`config.mk`:
```
export PLATFORM = sky130hd
export DESIGN_NAME = gshare_predictor_flat
export DESIGN_NICKNAME = d
export VERILOG_FILES = /design/src/rtl/gshare_predictor_if.sv /design/src/rtl/gshare_predictor.sv /design/src/flat_wrapper.sv
export SDC_FILE = /design/constraint.sdc
export NUM_CORES = 1
export LEC_CHECK = 0
export CAP_MARGIN = 20
export CORE_UTILIZATION = 45
export DETAILED_ROUTE_END_ITERATION = 7
export PLACE_DENSITY = 0.69
export SYNTH_ARGS = -nofsm -noshare
export SYNTH_HDL_FRONTEND = slang
export SYNTH_SLANG_ARGS = --single-unit
```
`constraint.sdc`:
```
create_clock -name clk -period 2.7 [get_ports clk]
set_input_delay 0.405 -clock clk [delete_from_list [all_inputs] [get_ports clk]]
set_output_delay 0.405 -clock clk [all_outputs]
set_load 0.005 [all_outputs]
```
`src/rtl/gshare_predictor_if.sv`:
```
// Query and commit/rollback bundle between fetch, the ROB and the gshare predictor.
interface gshare_predictor_if #(
  parameter int IDX_W = 6
);
  logic             query_valid;
  logic [31:0]      query_pc;
  logic             pred_taken;
  logic [IDX_W-1:0] pred_idx;
  logic             commit_valid;
  logic [IDX_W-1:0] commit_idx;
  logic             commit_taken;
  logic             commit_mispredict;
  logic             rollback;
  logic [31:0]      stat_branches;
  logic [31:0]      stat_mispredicts;

  // Pipeline side: issues queries and commits, observes predictions and statistics.
  modport master (
    output query_valid, query_pc, commit_valid, commit_idx, commit_taken,
           commit_mispredict, rollback,
    input  pred_taken, pred_idx, stat_branches, stat_mispredicts
  );

  // Predictor side.
  modport slave (
    input  query_valid, query_pc, commit_valid, commit_idx, commit_taken,
           commit_mispredict, rollback,
    output pred_taken, pred_idx, stat_branches, stat_mispredicts
  );
endinterface

```
`src/rtl/gshare_predictor.sv`:
```
// gshare conditional-branch predictor: 2-bit counter table indexed by PC xor
// speculative global history, with commit-time history checkpoint for rollback
// and saturating branch/mispredict statistics.
module gshare_predictor #(
  parameter int         IDX_W    = 6,
  parameter int         GHR_W    = 6,
  parameter logic [1:0] CNT_INIT = 2'b01
) (
  input  logic              clk,
  input  logic              rst,
  input  logic              rdy,
  gshare_predictor_if.slave bus
);
  localparam int DEPTH = 2 ** IDX_W;

  logic [GHR_W-1:0] spec_ghr_reg, spec_ghr_next, spec_ghr_shift;
  logic [GHR_W-1:0] arch_ghr_reg, arch_ghr_next, arch_ghr_shift;
  logic [1:0]       cnt_reg [DEPTH];
  logic [1:0]       cnt_old, cnt_next;
  logic [IDX_W-1:0] ghr_ext;
  logic [31:0]      branches_reg, mispredicts_reg;
  logic             unused_pc;

  // Only the word-index bits of the PC take part in indexing.
  assign unused_pc = ^{bus.query_pc[31:IDX_W+2], bus.query_pc[1:0]};

  // History is zero-extended on the left when shorter than the index.
  assign ghr_ext        = IDX_W'(spec_ghr_reg);
  assign bus.pred_idx   = bus.query_pc[IDX_W+1:2] ^ ghr_ext;
  assign bus.pred_taken = cnt_reg[bus.pred_idx][1];

  // Shift the newest outcome into each history register.
  generate
    if (GHR_W == 1) begin : g_ghr_one
      assign spec_ghr_shift = bus.pred_taken;
      assign arch_ghr_shift = bus.commit_taken;
    end else begin : g_ghr_wide
      assign spec_ghr_shift = {spec_ghr_reg[GHR_W-2:0], bus.pred_taken};
      assign arch_ghr_shift = {arch_ghr_reg[GHR_W-2:0], bus.commit_taken};
    end
  endgenerate

  // Next history: rollback restores the checkpoint including this cycle's commit.
  always_comb begin
    arch_ghr_next = arch_ghr_reg;
    spec_ghr_next = spec_ghr_reg;
    if (bus.commit_valid) begin
      arch_ghr_next = arch_ghr_shift;
    end
    if (bus.rollback) begin
      spec_ghr_next = arch_ghr_next;
    end else if (bus.query_valid) begin
      spec_ghr_next = spec_ghr_shift;
    end
  end

  // History registers; rdy low freezes them.
  always_ff @(posedge clk) begin
    if (rst) begin
      spec_ghr_reg <= '0;
      arch_ghr_reg <= '0;
    end else if (rdy) begin
      spec_ghr_reg <= spec_ghr_next;
      arch_ghr_reg <= arch_ghr_next;
    end
  end

  // Saturating up/down step of the committed entry.
  always_comb begin
    cnt_old  = cnt_reg[bus.commit_idx];
    cnt_next = cnt_old;
    if (bus.commit_taken) begin
      if (cnt_old != 2'b11) cnt_next = cnt_old + 2'b01;
    end else begin
      if (cnt_old != 2'b00) cnt_next = cnt_old - 2'b01;
    end
  end

  // One register per table entry so reset can initialise the whole table.
  generate
    for (genvar gi = 0; gi < DEPTH; gi++) begin : g_cnt
      // Entry write: only the entry named by commit_idx changes.
      always_ff @(posedge clk) begin
        if (rst) begin
          cnt_reg[gi] <= CNT_INIT;
        end else if (rdy && bus.commit_valid && (bus.commit_idx == IDX_W'(gi))) begin
          cnt_reg[gi] <= cnt_next;
        end
      end
    end
  endgenerate

  // Statistics counters, holding at all-ones.
  always_ff @(posedge clk) begin
    if (rst) begin
      branches_reg    <= '0;
      mispredicts_reg <= '0;
    end else if (rdy && bus.commit_valid) begin
      if (branches_reg != 32'hFFFF_FFFF) begin
        branches_reg <= branches_reg + 32'd1;
      end
      if (bus.commit_mispredict && (mispredicts_reg != 32'hFFFF_FFFF)) begin
        mispredicts_reg <= mispredicts_reg + 32'd1;
      end
    end
  end

  assign bus.stat_branches    = branches_reg;
  assign bus.stat_mispredicts = mispredicts_reg;
endmodule
```
`src/flat_wrapper.sv`:
```
// flat-port wrapper written by rule: the top's interface ports become plain ports
module gshare_predictor_flat 
#(
  parameter int         IDX_W    = 6,
  parameter int         GHR_W    = 6,
  parameter logic [1:0] CNT_INIT = 2'b01
)
  (clk, rst, rdy, bus_query_valid, bus_query_pc, bus_commit_valid, bus_commit_idx, bus_commit_taken, bus_commit_mispredict, bus_rollback, bus_pred_taken, bus_pred_idx, bus_stat_branches, bus_stat_mispredicts);
  gshare_predictor_if #(.IDX_W(IDX_W)) bus_i ();
  input  logic clk;
  input  logic rst;
  input  logic rdy;
  input wire logic [$bits(bus_i.query_valid)-1:0] bus_query_valid;
  input wire logic [$bits(bus_i.query_pc)-1:0] bus_query_pc;
  input wire logic [$bits(bus_i.commit_valid)-1:0] bus_commit_valid;
  input wire logic [$bits(bus_i.commit_idx)-1:0] bus_commit_idx;
  input wire logic [$bits(bus_i.commit_taken)-1:0] bus_commit_taken;
  input wire logic [$bits(bus_i.commit_mispredict)-1:0] bus_commit_mispredict;
  input wire logic [$bits(bus_i.rollback)-1:0] bus_rollback;
  output wire logic [$bits(bus_i.pred_taken)-1:0] bus_pred_taken;
  output wire logic [$bits(bus_i.pred_idx)-1:0] bus_pred_idx;
  output wire logic [$bits(bus_i.stat_branches)-1:0] bus_stat_branches;
  output wire logic [$bits(bus_i.stat_mispredicts)-1:0] bus_stat_mispredicts;
  assign bus_i.query_valid = bus_query_valid;
  assign bus_i.query_pc = bus_query_pc;
  assign bus_i.commit_valid = bus_commit_valid;
  assign bus_i.commit_idx = bus_commit_idx;
  assign bus_i.commit_taken = bus_commit_taken;
  assign bus_i.commit_mispredict = bus_commit_mispredict;
  assign bus_i.rollback = bus_rollback;
  assign bus_pred_taken = bus_i.pred_taken;
  assign bus_pred_idx = bus_i.pred_idx;
  assign bus_stat_branches = bus_i.stat_branches;
  assign bus_stat_mispredicts = bus_i.stat_mispredicts;
  gshare_predictor #(.IDX_W(IDX_W), .GHR_W(GHR_W), .CNT_INIT(CNT_INIT)) u_core (.clk(clk), .rst(rst), .rdy(rdy), .bus(bus_i));
endmodule
```
==> key figures, run 1 <==
Status
  • Status: finished, violations left
  • Failing checks: setup timing

STA
  • Tightest Pin Transition: 811 ps
  • Setup repair after global routing missed its margin: yes
  • Skew final: 24.3 ps
  • Fin. max-slew vios: 0
  • Fmax: 344 MHz
  • Final TNS setup: -11330 ps
  • Final setup fails: 129
  • Setup ws final: -205 ps
  • Fin crit period: 2900 ps
  • Hold Violations, Final: 0
  • Final cycle utilization of the critical path: 108%
  • Relative slew slack: 45.5%

Worst setup path
  • Worst R2R Path Depth: 9
  • Crit end category: primary output
  • Cell-by-cell trace of the critical path: xnor2_2, inv_2, buf_12, buf_8, mux4_2, o211ai_1, nand3_1, o22a_1, buf_2
  • CP peak stage delay: 490 ps
  • Critical path's slowest cell: mux4_2
  • Critical Path AT: 2500 ps
  • Critical R2R Launch: u_core.cnt_reg[15][1]
  • Reg-to-Reg End: u_core.cnt_reg[30][0]
  • WP depth: 9
  • CP required: 2300 ps
  • Setup crit end: bus_pred_taken
  • R2r setup slk: -180 ps
  • Crit. Startpoint: u_core.ghr_ext[0]
  • Crit Path Category: register to primary output
  • CP delay by family, top: buffers and inverters
  • Setup crit start kind: register
  • Worst path bufs/invs: 4
  • Crit Path Max Fanout: 9

Routing
  • Post-route ant nets: 0
  • Final WL: 34100 µm
  • 1st-pass router iterations: 5
  • DR DRC count: 0
  • Drt initial violations: 1033
  • DR WL/cell: 21.8 µm
  • Via density per instance: 6.04
  • Via count: 9465

Floorplanning
  • Die Footprint: 24300 µm²
  • Core footprint: 22900 µm²
  • Row cnt: 55
  • I/O Pins: 117
  • Initial Util: 46.5%
  • Die Y: 156 µm
  • Die width: 156 µm

Placed design
  • Post-DP HPWL: 23100 µm
  • Placed inst area: 12600 µm²
  • Setup WS pre-CTS: -599 ps
  • PortBufs: 90
  • GP Congestion: 0.950

CTS
  • H-tree Lvls: 1
  • Clk Latency, worst-skew pair: 520 ps
  • Clock tree sinks: 204
  • Clock root buffer: clkbuf_16
  • Hold-fix buffers, CTS: 0
  • TritonCTS buffer count: 23
  • Max Root-Sink Buffers: 3
  • Clock-pin slew on the worst setup and hold paths: 60 ps
  • CTS tree: built

Power
  • Pwr Total: 7.62 mW
  • Lkg Pwr: 4.93 nW
  • PD cells: 520 nW/µm²
  • Max IR drop VDD: 0.380 mV

Logic synthesis
  • Syn avg cell area: 10.2 µm²
  • Warnings, synthesis: 0
  • Synth Register Bits: 204
  • Synthesized cell area: 10700 µm²
  • Ys async rst share: 0%
  • Post-synth top flop: edfxtp_1
  • Number of synthesized flops with an enable pin: 128
  • Sequential-to-total area share from yosys stat: 50.3%
  • Syn Inst Count: 1049
  • Post-synthesis cell type count: 47
  • Syn Nets: 1097

Global routing
  • GRT overflow: 0
  • Tot GR Track Use: 26.7%
  • First-pass GRT wire length: 49700 µm
  • Vias in the first global route: 8857
  • Largest net degree at the start of global routing: 83
  • Antenna violations before repair: 1

Finish
  • Post-layout util: 63.9%
  • Design area: 14600 µm²
  • Layout cell share with drive strength beyond 1: 30.2%
  • Ant diodes: 0
  • Most common cell after layout, fill and taps aside: nand2_1
  • Area growth syn-to-layout: 37.4%
  • Fillers: 1739
  • Reg area: 5370 µm²
  • Fin nets: 1286
  • Leading cell types in the layout, fill and taps excluded: nand2_1, edfxtp_1, buf_4
  • Max FFs per register: 128
  • Multi-input logic area: 5650 µm²

Worst hold path
  • Hold Path Class: input port to register

Job
  • Maximum Capacitance Violations: 0
## logic make-up (layout without fill, tap and decap cells)
logic type	after synthesis	in the layout	synth area share, %
AOI/OAI and AO/OA	87	87	4.88
xor gates and xnor gates	55	55	4.52
adders and majority gates	4	4	0.434
buffers and inverters	94	299	4.08
DFF	204	204	50.3
muxes	62	62	11.8
and+or+nand+nor	543	543	23.9
## stage by stage
stage	hold WS (ps)	cells
6_report	310	1567
5_1_grt	338	1567
4_1_cts	296	1553
3_5_place_dp	457	1499
3_3_place_gp	449	1499
2_1_floorplan	436	1049
## worst reg2reg max path, stage by stage (launching register included)
cell      delay (ps)
edfxtp_1         470
mux4_2           510
mux4_2           490
a22oi_2          160
and3_4           210
maj3_2           300
buf_6            130
and2_4           150
buf_6            140
nand2_1           70
## final cells by class
type | count | share of cell area (%)
multi-input combinational | 751 | 38.6
sequential | 204 | 36.6
timing repair buffer | 245 | 17.0
clock buffer | 26 | 4.01
tap | 313 | 2.67
clock inverter | 15 | 0.812
inverter | 13 | 0.333
## where the power goes
group          internal [mW]  total (mW)  leakage (nW)  switching, mW
Combinational          0.568        1.19          2.87          0.621
Sequential              3.35        3.40          1.72         0.0497
Clock                   1.74        3.03         0.340           1.29
Total                   5.66        7.62          4.93           1.96
## per-layer routing
layer  track usage [%]  share of wire, %
met1              35.5                38
met2              41.9                47
met3              6.94                11
met4              10.1               4.3
met5                 0             0.053
## worst min path at each step
stage,from,cells past startpoint,to,slack (ps)
2_1_floorplan,u_core.arch_ghr_reg[5],2,u_core.arch_ghr_reg[5],440
3_3_place_gp,u_core.arch_ghr_reg[5],2,u_core.arch_ghr_reg[5],450
3_5_place_dp,u_core.arch_ghr_reg[5],2,u_core.arch_ghr_reg[5],460
4_1_cts,rst,2,u_core.bus.stat_mispredicts[14],300
5_1_grt,rst,2,u_core.bus.stat_mispredicts[15],340
6_report,rst,2,u_core.bus.stat_mispredicts[14],310
## what timing repair did
item                       CTS  global route
setup endpoints to repair   68           130
setup buffers               11             9
cloned                       2             7
gates resized for setup     37           166
pin swaps                    8            55
## synthesized netlist by cell type, types with 6 or more instances
cell type	n	share of area, %
nand2_1	182	6.4
edfxtp_1	128	36
nor2_1	101	3.6
dfxtp_1	76	14
nand3_1	74	3.5
nor3_1	68	3.2
clkbuf_1	53	1.9
mux4_2	51	11
o21ai_0	35	1.6
xnor2_1	30	2.5
nand4_1	29	1.7
a21oi_1	25	1.2
xor2_1	25	2.1
nor4_1	16	0.94
or3_1	16	0.94
and2_1	14	0.82
and3_1	14	0.82
buf_2	12	0.56
inv_1	12	0.42
mux2i_1	11	1.0
and4_1	9	0.74
buf_6	8	0.85
nand2b_1	7	0.41
buf_1	6	0.21
No activity file was read; power rests on OpenSTA's default activity.
==> run 2: changes to the inputs <==
Settings changed: ABC_CLOCK_PERIOD_IN_PS set to 2700, MAX_ROUTING_LAYER set to met4.
==> run 2 against run 1 <==
Against the previous run:
- the flow still finishes with violations (setup timing)
- count of clock-buffer cells in the layout up 2
- worst hold slack better by 85 ps
- sequential cell count unchanged
- global-route usage up 0.20 points
- highest routed layer is now met4
==> key figures, run 2 (synthesis results as in run 1) <==
Worst setup path
  • Worst R2R Path Depth: 8
  • Setup crit start kind: register
  • R2r setup slk: -80 ps
  • Crit Path Max Fanout: 6
  • Reg-to-Reg End: u_core.cnt_reg[57][0]
  • Critical R2R Launch: u_core.cnt_reg[3][1]
  • CP required: 2300 ps
  • Crit end category: primary output
  • Critical Path AT: 2530 ps
  • Crit Path Category: register to primary output

STA
  • Hold WS: 395 ps
  • Final TNS setup: -1340 ps
  • Fin crit period: 2940 ps
  • Setup ws final: -236 ps
  • Final setup fails: 41
  • Hold Violations, Final: 0
  • Setup repair after global routing missed its margin: yes
  • Fmax: 341 MHz
  • Relative slew slack: 48.3%
  • Skew final: 22.3 ps
  • Fin. max-slew vios: 0
  • Final cycle utilization of the critical path: 109%
  • Tightest Pin Transition: 769 ps

Floorplanning
  • I/O Pins: 117
  • Die width: 156 µm
  • Initial Util: 46.5%
  • Row cnt: 55
  • Core footprint: 22900 µm²
  • Die Footprint: 24300 µm²
  • Die Y: 156 µm

Routing
  • Final WL: 32400 µm
  • Via count: 9250
  • Via density per instance: 5.98
  • DR DRC count: 0
  • Drt initial violations: 1008
  • DR WL/cell: 20.9 µm
  • 1st-pass router iterations: 5
  • Post-route ant nets: 0

Worst hold path
  • Hold depth: 2
  • HP Start: rst
  • Hold Path Class: input port to register
  • Hold Path End: u_core.bus.stat_mispredicts[15]

Global routing
  • Largest net degree at the start of global routing: 83
  • First-pass GRT wire length: 48500 µm
  • Tot GR Track Use: 26.9%
  • Vias in the first global route: 8495
  • GRT overflow: 0
  • Antenna violations before repair: 0

Finish
  • Multi-input logic area: 5160 µm²
  • Design area: 13900 µm²
  • Ant diodes: 0
  • Fillers: 1815
  • Layout cell share with drive strength beyond 1: 24.5%
  • Reg area: 5370 µm²
  • Area growth syn-to-layout: 30.2%
  • Max FFs per register: 128
  • Leading cell types in the layout, fill and taps excluded: nand2_1, edfxtp_1, buf_4
  • Fin nets: 1268
  • Most common cell after layout, fill and taps aside: nand2_1

Placed design
  • PortBufs: 90
  • GP Congestion: 0.957
  • Post-DP HPWL: 23000 µm
  • Placed inst area: 12700 µm²

CTS
  • Clock-pin slew on the worst setup and hold paths: 60 ps
  • CTS tree: built
  • Clk Latency, worst-skew pair: 510 ps
  • Hold-fix buffers, CTS: 0
  • Clock root buffer: clkbuf_16
  • Clock tree sinks: 204
  • H-tree Lvls: 1
  • Max Root-Sink Buffers: 3
  • TritonCTS buffer count: 23

Status
  • Status: finished, violations left
  • Failing checks: setup timing

Power
  • Pwr Total: 7.30 mW
  • Gate power share: 13.7%
  • Reg power frac: 46.6%
  • Switching Share: 25.0%
  • Clock network power share: 39.7%
  • PD cells: 526 nW/µm²
  • Psw: 1.82 mW
  • Internal: 5.48 mW
  • Lkg Pwr: 4.55 nW
  • Max IR drop VDD: 0.459 mV

Job
  • Maximum Capacitance Violations: 0
[run 2: changes by cell type in the layout (fill, tap and decap cells not counted), sizes merged, moves of 2 or more]
cell      delta
clkbuf       -2
clkinv       -3
buf         -15
clkinvlp     +2
[run 2: layer usage]
| metal | vias to the layer above | global-route usage (%) | part of all wire [%] |
|---|---|---|---|
| met4 | 0 | 8.64 | 3.6 |
| met3 | 93 | 4.11 | 9.6 |
| met5 | - | - | 0 |
| li1 | 4181 | - | - |
| met1 | 4462 | 36.6 | 40 |
| met2 | 514 | 41.4 | 47 |
[run 2: layout make-up]
class	count	share of cell area, %
Timing Repair Buffer	227	16.0
Clock inverter	12	0.649
Multi-Input combinational cell	751	37.2
Tap cell	313	2.82
Inverter	13	0.352
Sequential cell	204	38.7
Clock buffer	28	4.28
[run 2: worst max-delay path by stage]
| stage | from | to | slack (ps) | cells after the start |
|---|---|---|---|---|
| after CTS | u_core.ghr_ext[0] | bus_pred_taken | -220 | 8 |
| after floorplan | bus_commit_idx[0] | u_core.cnt_reg[19][0] | -60 | 10 |
| after global routing | u_core.ghr_ext[0] | bus_pred_taken | -300 | 8 |
| final | u_core.ghr_ext[0] | bus_pred_taken | -240 | 8 |
| after global placement | bus_query_pc[2] | bus_pred_taken | -570 | 9 |
| after detailed placement | bus_query_pc[2] | bus_pred_taken | -570 | 9 |
[run 2: worst max-delay path, cell delays in order (launching register included)]
cell     delay [ps]
dfxtp_2         340
xnor2_2         140
inv_2           130
buf_12          140
mux4_2          510
a22oi_2         180
nand4_1         120
o22a_1          290
buf_2           160
[run 2: per-stage QoR]
| step | cells | worst slack [ps] | util (%) |
|---|---|---|---|
| floorplan | 1049 | -62.7 | - |
| finish | 1548 | -236 | 60.6 |
| global route | 1548 | -300 | 60.6 |
| CTS | 1542 | -221 | 58.8 |
| detailed placement | 1498 | -567 | 55.2 |
| global placement | 1498 | -566 | 55.2 |
[run 2: power groups by stage]
stage          sequential (mW)  combinational, mW  clock, mW
2_1_floorplan             3.43              0.511          0
3_3_place_gp              3.46              0.803          0
3_5_place_dp              3.46              0.811          0
4_1_cts                   3.39              0.876       2.93
5_1_grt                   3.40               1.05       3.04
6_report                  3.40               1.00       2.90
[run 2: what timing repair did]
item | CTS | global route
setup endpoints to repair | 77 | 129
buffers inserted | 3 | 3
pin swaps | 9 | 21
gates cloned | 2 | 4
resized for setup | 24 | 71
